## config.mk

```make
export PLATFORM = sky130hd
export DESIGN_NAME = uart_frame_parser_flat
export DESIGN_NICKNAME = d
export VERILOG_FILES = /design/src/rtl/uart_pkg.sv /design/src/rtl/uart_frame_parser_if.sv /design/src/rtl/uart_frame_buf.sv /design/src/rtl/uart_frame_parser.sv /design/src/flat_wrapper.sv
export SDC_FILE = /design/constraint.sdc
export NUM_CORES = 1
export LEC_CHECK = 0
export BUFFER_PORTS_ARGS = -buffer_cell sky130_fd_sc_hd__buf_4
export CORE_MARGIN = 8
export CORE_UTILIZATION = 63
export DETAILED_ROUTE_END_ITERATION = 10
export PLACE_DENSITY = 0.87
export SYNTH_ARGS = -nofsm -noshare
export SYNTH_HDL_FRONTEND = slang
export SYNTH_HIERARCHICAL = 1
export SYNTH_SLANG_ARGS = --single-unit
```

## constraint.sdc

```tcl
create_clock -name clk -period 4.5 [get_ports clk]
set_clock_uncertainty 0.05 [all_clocks]
set_input_delay 0.9 -clock clk [delete_from_list [all_inputs] [get_ports clk]]
set_output_delay 0.9 -clock clk [all_outputs]
set_load 0.005 [all_outputs]
```

## src/rtl/uart_pkg.sv

```systemverilog
// rtl/uart_pkg.sv - shared UART types, error codes and width helper
package uart_pkg;

  typedef enum logic [2:0] {
    ST_IDLE,
    ST_LEN,
    ST_PAYLOAD,
    ST_CHK,
    ST_DRAIN
  } state_e;

  typedef enum logic [1:0] {
    ERR_NONE    = 2'd0,
    ERR_LEN     = 2'd1,
    ERR_CHK     = 2'd2,
    ERR_TIMEOUT = 2'd3
  } err_code_e;

  localparam logic [7:0] SOF_DEFAULT = 8'hA5;

  // Number of bits needed to index 'value' distinct items (ceil(log2(value))).
  function automatic int clogb2(input int unsigned value);
    int unsigned v;
    int          r;
    v = value - 1;
    r = 0;
    while (v > 0) begin
      r = r + 1;
      v = v >> 1;
    end
    return r;
  endfunction

endpackage

```

## src/rtl/uart_frame_parser_if.sv

```systemverilog
// rtl/uart_frame_parser_if.sv - payload byte stream between parser and consumer
interface uart_frame_parser_if;
  logic [7:0] m_data_o;
  logic       m_valid_o;
  logic       m_ready_i;
  logic       m_last_o;

  modport master (output m_data_o, output m_valid_o, output m_last_o, input m_ready_i);
  modport slave  (input m_data_o, input m_valid_o, input m_last_o, output m_ready_i);
endinterface

```

## src/rtl/uart_frame_buf.sv

```systemverilog
// rtl/uart_frame_buf.sv - payload buffer with registered read port
module uart_frame_buf #(
  parameter int MAX_LEN = 64,
  parameter int PTR_W   = 6
) (
  input  logic             clk,
  input  logic             rst_n,
  input  logic             wr_en,
  input  logic [PTR_W-1:0] wr_addr,
  input  logic [7:0]       wr_data,
  input  logic [PTR_W-1:0] rd_addr,
  output logic [7:0]       rd_data
);

  logic [7:0] mem [MAX_LEN];

  // Storage: contents are don't-care after reset, so no reset on the array.
  always_ff @(posedge clk) begin
    if (wr_en) mem[wr_addr] <= wr_data;
  end

  // Registered read: the parser presents next-cycle address for zero-bubble streaming.
  always_ff @(posedge clk or negedge rst_n) begin
    if (!rst_n) rd_data <= '0;
    else        rd_data <= mem[rd_addr];
  end

endmodule

```

## src/rtl/uart_frame_parser.sv

```systemverilog
// rtl/uart_frame_parser.sv - SOF/LEN/payload/XOR framed packet parser
module uart_frame_parser
  import uart_pkg::*;
#(
  parameter int         UART_CLK_MHZ = 50,
  parameter int         MAX_LEN      = 64,
  parameter int         TIMEOUT_US   = 2000,
  parameter logic [7:0] SOF_BYTE     = SOF_DEFAULT
) (
  input  logic                       clk,
  input  logic                       rst_n,
  input  logic [7:0]                 rx_data_i,
  input  logic                       rx_int_i,
  uart_frame_parser_if.master        m,
  output logic                       frame_ok_o,
  output logic                       frame_err_o,
  output logic [1:0]                 err_code_o,
  output logic [7:0]                 drop_cnt_o,
  output logic                       busy_o
);

  localparam int TIMEOUT_NCLK = UART_CLK_MHZ * TIMEOUT_US;
  localparam int TMR_W = (clogb2(TIMEOUT_NCLK) < 1) ? 1 : clogb2(TIMEOUT_NCLK);
  localparam int PTR_W = (clogb2(MAX_LEN) < 1) ? 1 : clogb2(MAX_LEN);
  localparam logic [TMR_W-1:0] TMR_LAST  = TMR_W'(TIMEOUT_NCLK - 1);
  localparam logic [7:0]       MAX_LEN_B = 8'(MAX_LEN);

  state_e           state_q, state_n;
  logic [7:0]       len_q, len_n;
  logic [7:0]       chk_q, chk_n;
  logic [PTR_W-1:0] wr_ptr_q, wr_ptr_n;
  logic [PTR_W-1:0] rd_ptr_q, rd_ptr_n;
  logic [TMR_W-1:0] timer_q, timer_n;
  logic [7:0]       drop_n;
  logic [1:0]       err_code_n;
  logic             ok_n, err_n, wr_en, timing;

  uart_frame_buf #(.MAX_LEN(MAX_LEN), .PTR_W(PTR_W)) u_buf (
    .clk     (clk),
    .rst_n   (rst_n),
    .wr_en   (wr_en),
    .wr_addr (wr_ptr_q),
    .wr_data (rx_data_i),
    .rd_addr (rd_ptr_n),
    .rd_data (m.m_data_o)
  );

  // Next-state, datapath and pulse decisions for one byte event or drain step.
  always_comb begin
    state_n    = state_q;
    len_n      = len_q;
    chk_n      = chk_q;
    wr_ptr_n   = wr_ptr_q;
    rd_ptr_n   = rd_ptr_q;
    timer_n    = '0;
    drop_n     = drop_cnt_o;
    err_code_n = err_code_o;
    ok_n       = 1'b0;
    err_n      = 1'b0;
    wr_en      = 1'b0;
    timing     = (state_q == ST_LEN) || (state_q == ST_PAYLOAD) || (state_q == ST_CHK);

    if (timing) timer_n = rx_int_i ? '0 : timer_q + TMR_W'(1);

    case (state_q)
      ST_IDLE: begin
        if (rx_int_i && rx_data_i == SOF_BYTE) state_n = ST_LEN;
      end
      ST_LEN: begin
        if (rx_int_i) begin
          if (rx_data_i == 8'd0 || rx_data_i > MAX_LEN_B) begin
            state_n    = ST_IDLE;
            err_n      = 1'b1;
            err_code_n = ERR_LEN;
          end else begin
            len_n    = rx_data_i;
            chk_n    = rx_data_i;
            wr_ptr_n = '0;
            state_n  = ST_PAYLOAD;
          end
        end
      end
      ST_PAYLOAD: begin
        if (rx_int_i) begin
          wr_en    = 1'b1;
          chk_n    = chk_q ^ rx_data_i;
          wr_ptr_n = wr_ptr_q + PTR_W'(1);
          if (8'(wr_ptr_q) == len_q - 8'd1) state_n = ST_CHK;
        end
      end
      ST_CHK: begin
        if (rx_int_i) begin
          if (rx_data_i == chk_q) begin
            state_n  = ST_DRAIN;
            rd_ptr_n = '0;
            ok_n     = 1'b1;
          end else begin
            state_n    = ST_IDLE;
            err_n      = 1'b1;
            err_code_n = ERR_CHK;
          end
        end
      end
      ST_DRAIN: begin
        // Bytes arriving while the payload is still owned by the consumer are lost.
        if (rx_int_i && drop_cnt_o != 8'hFF) drop_n = drop_cnt_o + 8'd1;
        if (m.m_valid_o && m.m_ready_i) begin
          if (m.m_last_o) state_n = ST_IDLE;
          else            rd_ptr_n = rd_ptr_q + PTR_W'(1);
        end
      end
      default: state_n = ST_IDLE;
    endcase

    // A byte landing on the terminal count keeps the frame alive.
    if (timing && !rx_int_i && timer_q == TMR_LAST) begin
      state_n    = ST_IDLE;
      err_n      = 1'b1;
      err_code_n = ERR_TIMEOUT;
      timer_n    = '0;
    end
  end

  // State and registered outputs.
  always_ff @(posedge clk or negedge rst_n) begin
    if (!rst_n) begin
      state_q     <= ST_IDLE;
      len_q       <= '0;
      chk_q       <= '0;
      wr_ptr_q    <= '0;
      rd_ptr_q    <= '0;
      timer_q     <= '0;
      drop_cnt_o  <= '0;
      err_code_o  <= '0;
      frame_ok_o  <= 1'b0;
      frame_err_o <= 1'b0;
      busy_o      <= 1'b0;
      m.m_valid_o <= 1'b0;
      m.m_last_o  <= 1'b0;
    end else begin
      state_q     <= state_n;
      len_q       <= len_n;
      chk_q       <= chk_n;
      wr_ptr_q    <= wr_ptr_n;
      rd_ptr_q    <= rd_ptr_n;
      timer_q     <= timer_n;
      drop_cnt_o  <= drop_n;
      err_code_o  <= err_code_n;
      frame_ok_o  <= ok_n;
      frame_err_o <= err_n;
      busy_o      <= (state_n != ST_IDLE);
      m.m_valid_o <= (state_n == ST_DRAIN);
      m.m_last_o  <= (state_n == ST_DRAIN) && (8'(rd_ptr_n) == len_n - 8'd1);
    end
  end

endmodule
```

## src/flat_wrapper.sv

```systemverilog
// flat-port wrapper written by rule: the top's interface ports become plain ports
module uart_frame_parser_flat import uart_pkg::*;
#(
  parameter int         UART_CLK_MHZ = 50,
  parameter int         MAX_LEN      = 64,
  parameter int         TIMEOUT_US   = 2000,
  parameter logic [7:0] SOF_BYTE     = SOF_DEFAULT
)
  (clk, rst_n, rx_data_i, rx_int_i, frame_ok_o, frame_err_o, err_code_o, drop_cnt_o, busy_o, m_m_data_o, m_m_valid_o, m_m_last_o, m_m_ready_i);
  uart_frame_parser_if m_i ();
  input  logic clk;
  input  logic rst_n;
  input  logic [7:0] rx_data_i;
  input  logic rx_int_i;
  output logic frame_ok_o;
  output logic frame_err_o;
  output logic [1:0] err_code_o;
  output logic [7:0] drop_cnt_o;
  output logic busy_o;
  output wire logic [$bits(m_i.m_data_o)-1:0] m_m_data_o;
  output wire logic [$bits(m_i.m_valid_o)-1:0] m_m_valid_o;
  output wire logic [$bits(m_i.m_last_o)-1:0] m_m_last_o;
  input wire logic [$bits(m_i.m_ready_i)-1:0] m_m_ready_i;
  assign m_m_data_o = m_i.m_data_o;
  assign m_m_valid_o = m_i.m_valid_o;
  assign m_m_last_o = m_i.m_last_o;
  assign m_i.m_ready_i = m_m_ready_i;
  uart_frame_parser #(.UART_CLK_MHZ(UART_CLK_MHZ), .MAX_LEN(MAX_LEN), .TIMEOUT_US(TIMEOUT_US), .SOF_BYTE(SOF_BYTE)) u_core (.clk(clk), .rst_n(rst_n), .rx_data_i(rx_data_i), .rx_int_i(rx_int_i), .m(m_i), .frame_ok_o(frame_ok_o), .frame_err_o(frame_err_o), .err_code_o(err_code_o), .drop_cnt_o(drop_cnt_o), .busy_o(busy_o));
endmodule
```

Yosys cells after proc, flatten, opt, wreduce, memory -nomap -nowiden:

Memory sizes are Yosys's and may differ from the RTL's. A register that Yosys moved wholly into a read port is not among the register bits.
Cells that the tools add are included.

* equal/unequal tests: 18
* order comparisons: 1
* add/subtract/negate cells: 6
* reduce and logical (&&, ||, !) cells: 19
* bitwise gates (word level): 1
* muxes and demuxes: 49

Operators by type and width (number)
* two-way mux 17 bit: 3
* two-way mux 8 bit: 6
* two-way mux 6 bit: 7
* two-way mux 3 bit: 9
* case mux 6 bit (2 select lines): 2
* adder 17 x 1 -> 17 bit (second input constant): 1
* == test 17 bit (second input constant): 1
* == test 6 x 8 -> 1 bit: 2
* case mux 8 bit (2 select lines): 1
* subtractor 8 x 1 -> 8 bit (second input constant): 2
* case mux 3 bit (5 select lines): 1
* adder 6 x 1 -> 6 bit (second input constant): 2
* two-way mux 1 bit: 12
* two-way mux 2 bit: 6
* != test 3 bit (second input constant): 4
* adder 8 x 1 -> 8 bit (second input constant): 1
* == test 8 bit: 1
* == test 8 bit (second input constant): 1
* greater-than comparator 8 x 7 -> 1 bit (second input constant): 1
* zero test 8 bit: 1
* != test 8 bit (second input constant): 1
* bitwise XOR 8 bit: 1
* == test 3 x 2 -> 1 bit (second input constant): 2
* == test 3 bit (second input constant): 2
* 13 further kinds: 24

* bits in writable memories: 512
* output and inout bits: 23
* register bits after elaboration: 63
* word-level logic and storage cells: 108
* input bits: 12
* memories kept: 1

Memory list
* u_core.u_buf.mem: depth 64, bits a word 8, rd ports 1, clocked after Yosys merged registers in 1, write ports 1, line uart_frame_buf.sv:15 `logic [7:0] mem [MAX_LEN];`

Longest topological paths before layout:

* depth in word-level cells: 8
* depth in mapped cells: 14
* gate-level depth less buffers: 10

Modules after synthesis:

Netlist, hierarchy kept.

Modules (own cells, without submodules)
* uart_frame_buf: seq. area each 15574.9 um^2, cells an instance 942, area each 20211.9 um^2, instances 1
* uart_frame_parser: seq. area each 1576.5 um^2, cells an instance 381, area each 3633.5 um^2, instances 1

Worst setup path after synthesis:

No wires, ideal clock.

* path kind: input-to-reg
* from: in rx_data_i[1]
* to: reg u_core.u_buf.rd_data[3], read port of u_core.u_buf.mem
* data arrival time: 3710 ps
* stages: 11
* slack: 600 ps
* path buffers: 3
* required time: 4310 ps
* library setup time: 140 ps
* cell sequence: buf_2 > xnor2_1 > nand4_1 > nor4_2 > o21ai_0 > buf_6 > buf_4 > mux4_2 > mux4_2 > o21ai_1 > o41ai_1

* cells in the longest elaborated chain, start to end: 4

Ends and longest elaborated chain
* start: declaration: line flat_wrapper.sv:13 `input logic [7:0] rx_data_i;`
* == test 8 bit: line uart_frame_parser.sv:93 `if (rx_data_i == chk_q) begin`
* two-way mux 6 bit: line uart_frame_parser.sv:93
* two-way mux 6 bit: line uart_frame_parser.sv:92 `if (rx_int_i) begin`
* case mux 6 bit (2 select lines): line uart_frame_parser.sv:65 `case (state_q)`
* via u_core.rd_ptr_n[0]: line uart_frame_parser.sv:32 `logic [PTR_W-1:0] rd_ptr_q, rd_ptr_n;`
* end: declaration: line uart_frame_buf.sv:12 `output logic [7:0] rd_data`

The timed path passes the listed nets, and every way through them passes these cells.
A chain may end at the register's enable or synchronous reset.

Final worst setup path:

* from: reg u_core.state_q[1]
* to: reg u_core.u_buf.rd_data[7], read port of u_core.u_buf.mem

* cells in the longest elaborated chain, start to end: 2
* elaborated cells on any way between the ends: 3

Ends and longest elaborated chain
* start: declaration: line uart_frame_parser.sv:28 `state_e state_q, state_n;`
* start signal: assignment: line uart_frame_parser.sv:141 `state_q <= state_n;`
* == test 3 bit or == test 3 x 2 -> 1 bit (tied branches): line uart_frame_parser.sv:65
* case mux 6 bit (2 select lines) (*): line uart_frame_parser.sv:65
* via u_core.rd_ptr_n[0]: line uart_frame_parser.sv:32

Mark *: on every way through the listed nets, which the timed path passes. The rest lies on a longest branch.

==> load_flow_metrics.sql <==
INSERT INTO impl_metrics (metric_group, metric, value, unit) VALUES
('placement', 'place.gp.congestion', '0.8970', ''),
('cts', 'post_cts_buffers', '0', ''),
('critical_path', 'timing.setup.critical_path_class', 'flop to flop', ''),
('critical_path', 'r2r_end', 'u_core/u_buf/rd_data[7]$_DFF_PN0_', ''),
('routing', 'wl_met2', '30360', 'um'),
('logic_synthesis', 'asyncSetResetFlopFracSynth', '12.18', '%'),
('logic_synthesis', 'synth_seq_cells', '583', ''),
('logic_synthesis', 'synth-edff-count', '512', ''),
('power', 'power-per-cell-area', '420.3', 'mW/mm^2'),
('critical_path', 'worstPathRequired', '4880', 'ps'),
('logic_synthesis', 'mappedNetlistArea', '0.02385', 'sq mm'),
('sta', 'timing_worst_slew_pin_value', '1515', 'ps'),
('routing', 'vias', '14000', ''),
('logic_synthesis', 'synthFlopType', 'edfxtp_1', ''),
('routing', 'drt.antenna.violating_nets', '0', ''),
('critical_path', 'cpPeakStageDelay', '580', 'ps'),
('sta', 'number_of_pins_with_negative_max_slew_slack_in_the_final_report', '15', ''),
('routing', 'dr.pass1.iters', '6', ''),
('floorplan', 'die_h', '210.6', 'um'),
('finish', 'share_of_post_route_cells_with_drive_strength_above_1', '25.00', '%'),
('cts', 'worst_skew_pair.late_latency', '600', 'ps'),
('floorplan', 'fp.dieArea', '0.04433', 'sq mm'),
('critical_path', 'timing.critical_path.mode_cell', 'buf_4', ''),
('floorplan', 'row_cnt', '71', ''),
('global_routing', 'grt_util_all_layers', '28.69', '%'),
('worst_hold_path', 'hold_crit_path_type', 'primary input to async pin', ''),
('finish', 'final_cell_mix', 'edfxtp_1, mux4_2, nor2_1, buf_4, dfrtp_1', ''),
('finish', 'area_growth_syn_to_layout', '12.58', '%'),
('floorplan', 'design.core.area', '0.03749', 'sq mm'),
('floorplan', 'starting_density', '63.61', '%'),
('global_routing', 'grt_pass1_wl', '92390', 'um'),
('cts', 'cts.clk_slew.worst_paths', '60', 'ps'),
('critical_path', 'timing.reg2reg.setup_slack', '140', 'ps'),
('cts', 'tritoncts_num_sinks', '583', ''),
('placement', 'buffer_ports.inserted', '34', ''),
('critical_path', 'setup.worst_path.start_class', 'flop', ''),
('sta', 'setup_repair_after_global_routing_missed_its_margin', 'false', ''),
('floorplan', 'die_width', '210.6', 'um'),
('sta', 'post-route-period-util', '96.93', '%'),
('routing', 'routed.top_layer', 'met4', ''),
('logic_synthesis', 'syn_avg_cell_area', '18.02', 'sq um'),
('sta', 'setup_viol', '0', ''),
('routing', 'met1Wirelength', '21560', 'um'),
('cts', 'htree_levels', '2', ''),
('job', 'max_cap_violations', '1', ''),
('logic_synthesis', 'proportion_of_synthesized_chip_area_in_sequential_cells', '71.93', '%'),
('routing', 'route.detailed.drc', '0', ''),
('logic_synthesis', 'synthesis.instances', '1323', ''),
('logic_synthesis', 'netlist-cell-type-count', '76', ''),
('routing', 'drt-total-wl', '63370', 'um'),
('critical_path', 'critical_path.cell_chain', 'or3b_2 -> nor3_1 -> nand2b_1 -> o21ai_4 -> buf_4 -> buf_4 -> mux4_2 -> mux2i_1 -> a31oi_1 -> o311ai_2 -> nand2_1', ''),
('cts', 'clockRootBuffer', 'clkbuf_16', ''),
('critical_path', 'reg2reg_path_depth', '11', ''),
('critical_path', 'slowest_stage', 'or3b_2', ''),
('critical_path', 'critPathCaptureType', 'flop', ''),
('power', 'total_power', '11.28', 'mW'),
('power', 'cellLeakagePower', '8.700', 'nW'),
('routing', 'avgViaCountPerCell', '7.053', ''),
('sta', 'max_freq', '0.2293', 'GHz'),
('cts', 'tritoncts', 'built', ''),
('global_routing', 'grt_start_max_net_pins', '73', ''),
('sta', 'final_hold_slack', '415.2', 'ps'),
('finish', 'fillers', '2055', ''),
('status', 'violations_in_the_final_reports', 'capacitance limit, slew limit', ''),
('cts', 'cts_hold_buf', '0', ''),
('status', 'status', 'finished, violations left', ''),
('placement', 'dp_hpwl', '36270', 'um'),
('logic_synthesis', 'synth_top_cell_by_area', 'edfxtp_1', ''),
('critical_path', 'path_buf_inv', '2', ''),
('cts', 'clk_path_buf_depth', '3', ''),
('routing', 'routed-wl-met3', '8003', 'um');
flip-flops by register name (all words and copies together), names as in the netlist, 2 cells and up:
register / count
u_core/chk_q: 8
u_core/drop_cnt_o: 8
u_core/err_code_o: 2
u_core/len_q: 8
u_core/rd_ptr_q: 6
u_core/state_q: 3
u_core/timer_q: 17
u_core/u_buf/mem: 512
u_core/u_buf/rd_data: 8
u_core/wr_ptr_q: 6
stage by stage:
stage	std cells	util (%)	area, sq um	setup WS, ps
after floorplan	1323	-	23850	600.0
after global placement	1884	66.90	25080	256.1
after detailed placement	1884	66.90	25080	177.5
after CTS	1983	71.54	26820	435.6
after global routing	1984	71.60	26840	131.2
final	1985	71.61	26840	138.1
per-layer routing:
metal / global-route usage (%) / vias up
li1: - / 5473
met4: 13.08 / 0
met3: 6.832 / 274
met1: 37.21 / 7046
met5: 0 / -
met2: 46.16 / 1208
how the worst max path moves through the flow:
stage	cells after the start	slack, ps	from	end
after global placement	15	260	rx_data_i[2]	u_core/u_buf/rd_data[6]$_DFF_PN0_
after CTS	13	440	u_core/state_q[1]$_DFF_PN0_	u_core/u_buf/rd_data[1]$_DFF_PN0_
after global routing	12	130	u_core/state_q[2]$_DFF_PN0_	u_core/u_buf/rd_data[7]$_DFF_PN0_
after detailed placement	15	180	rx_data_i[2]	u_core/u_buf/rd_data[6]$_DFF_PN0_
final	11	140	u_core/state_q[1]$_DFF_PN0_	u_core/u_buf/rd_data[7]$_DFF_PN0_
after floorplan	11	600	rx_data_i[1]	u_core/u_buf/rd_data[3]$_DFF_PN0_
power breakdown:
group	total [mW]	switching, mW	leakage, nW	internal, mW
clock	4.53	1.99	0.846	2.54
sequential	6.13	0.160	5.53	5.97
combinational	0.618	0.388	2.33	0.230
cells by family after synthesis:
kind of cell / Yosys count / synth area share, %
AOI/OAI and AO/OA: 98 / 3.117
xor gates and xnor gates: 60 / 2.356
adders and majority gates: 6 / 0.3148
buffers and inverters: 82 / 1.931
DFF: 583 / 71.93
muxes: 166 / 13.66
and+or+nand+nor: 328 / 6.690
layout make-up:
cell class	count	area [sq um]	share of cell area, %
sequential	583	17150	63.89
multi-input combinational	658	6285	23.41
clock buffer	64	1378	5.132
timing repair buffer	117	965.9	3.598
tap	511	639.4	2.382
clock inverter	35	364.1	1.356
inverter	15	56.30	0.2097
antenna	2	5.005	0.01864
synthesized netlist by cell type, drive strengths merged, types with 6 or more instances:
library cell	n
edfxtp	512
mux4	126
nor2	126
dfrtp	71
nand2	62
buf	43
nand3	33
xor2	31
xnor2	27
clkbuf	24
mux2i	24
o21ai	20
mux2	16
nor3	16
inv	15
nor2b	15
nand4	13
a21oi	10
nand2b	8
o221ai	8
o22ai	8
or3	8
and3	7
nand3b	7
a211oi	6
a221oi	6
and2	6
ha	6
nor4	6
Power figures use the tool's default switching activity.
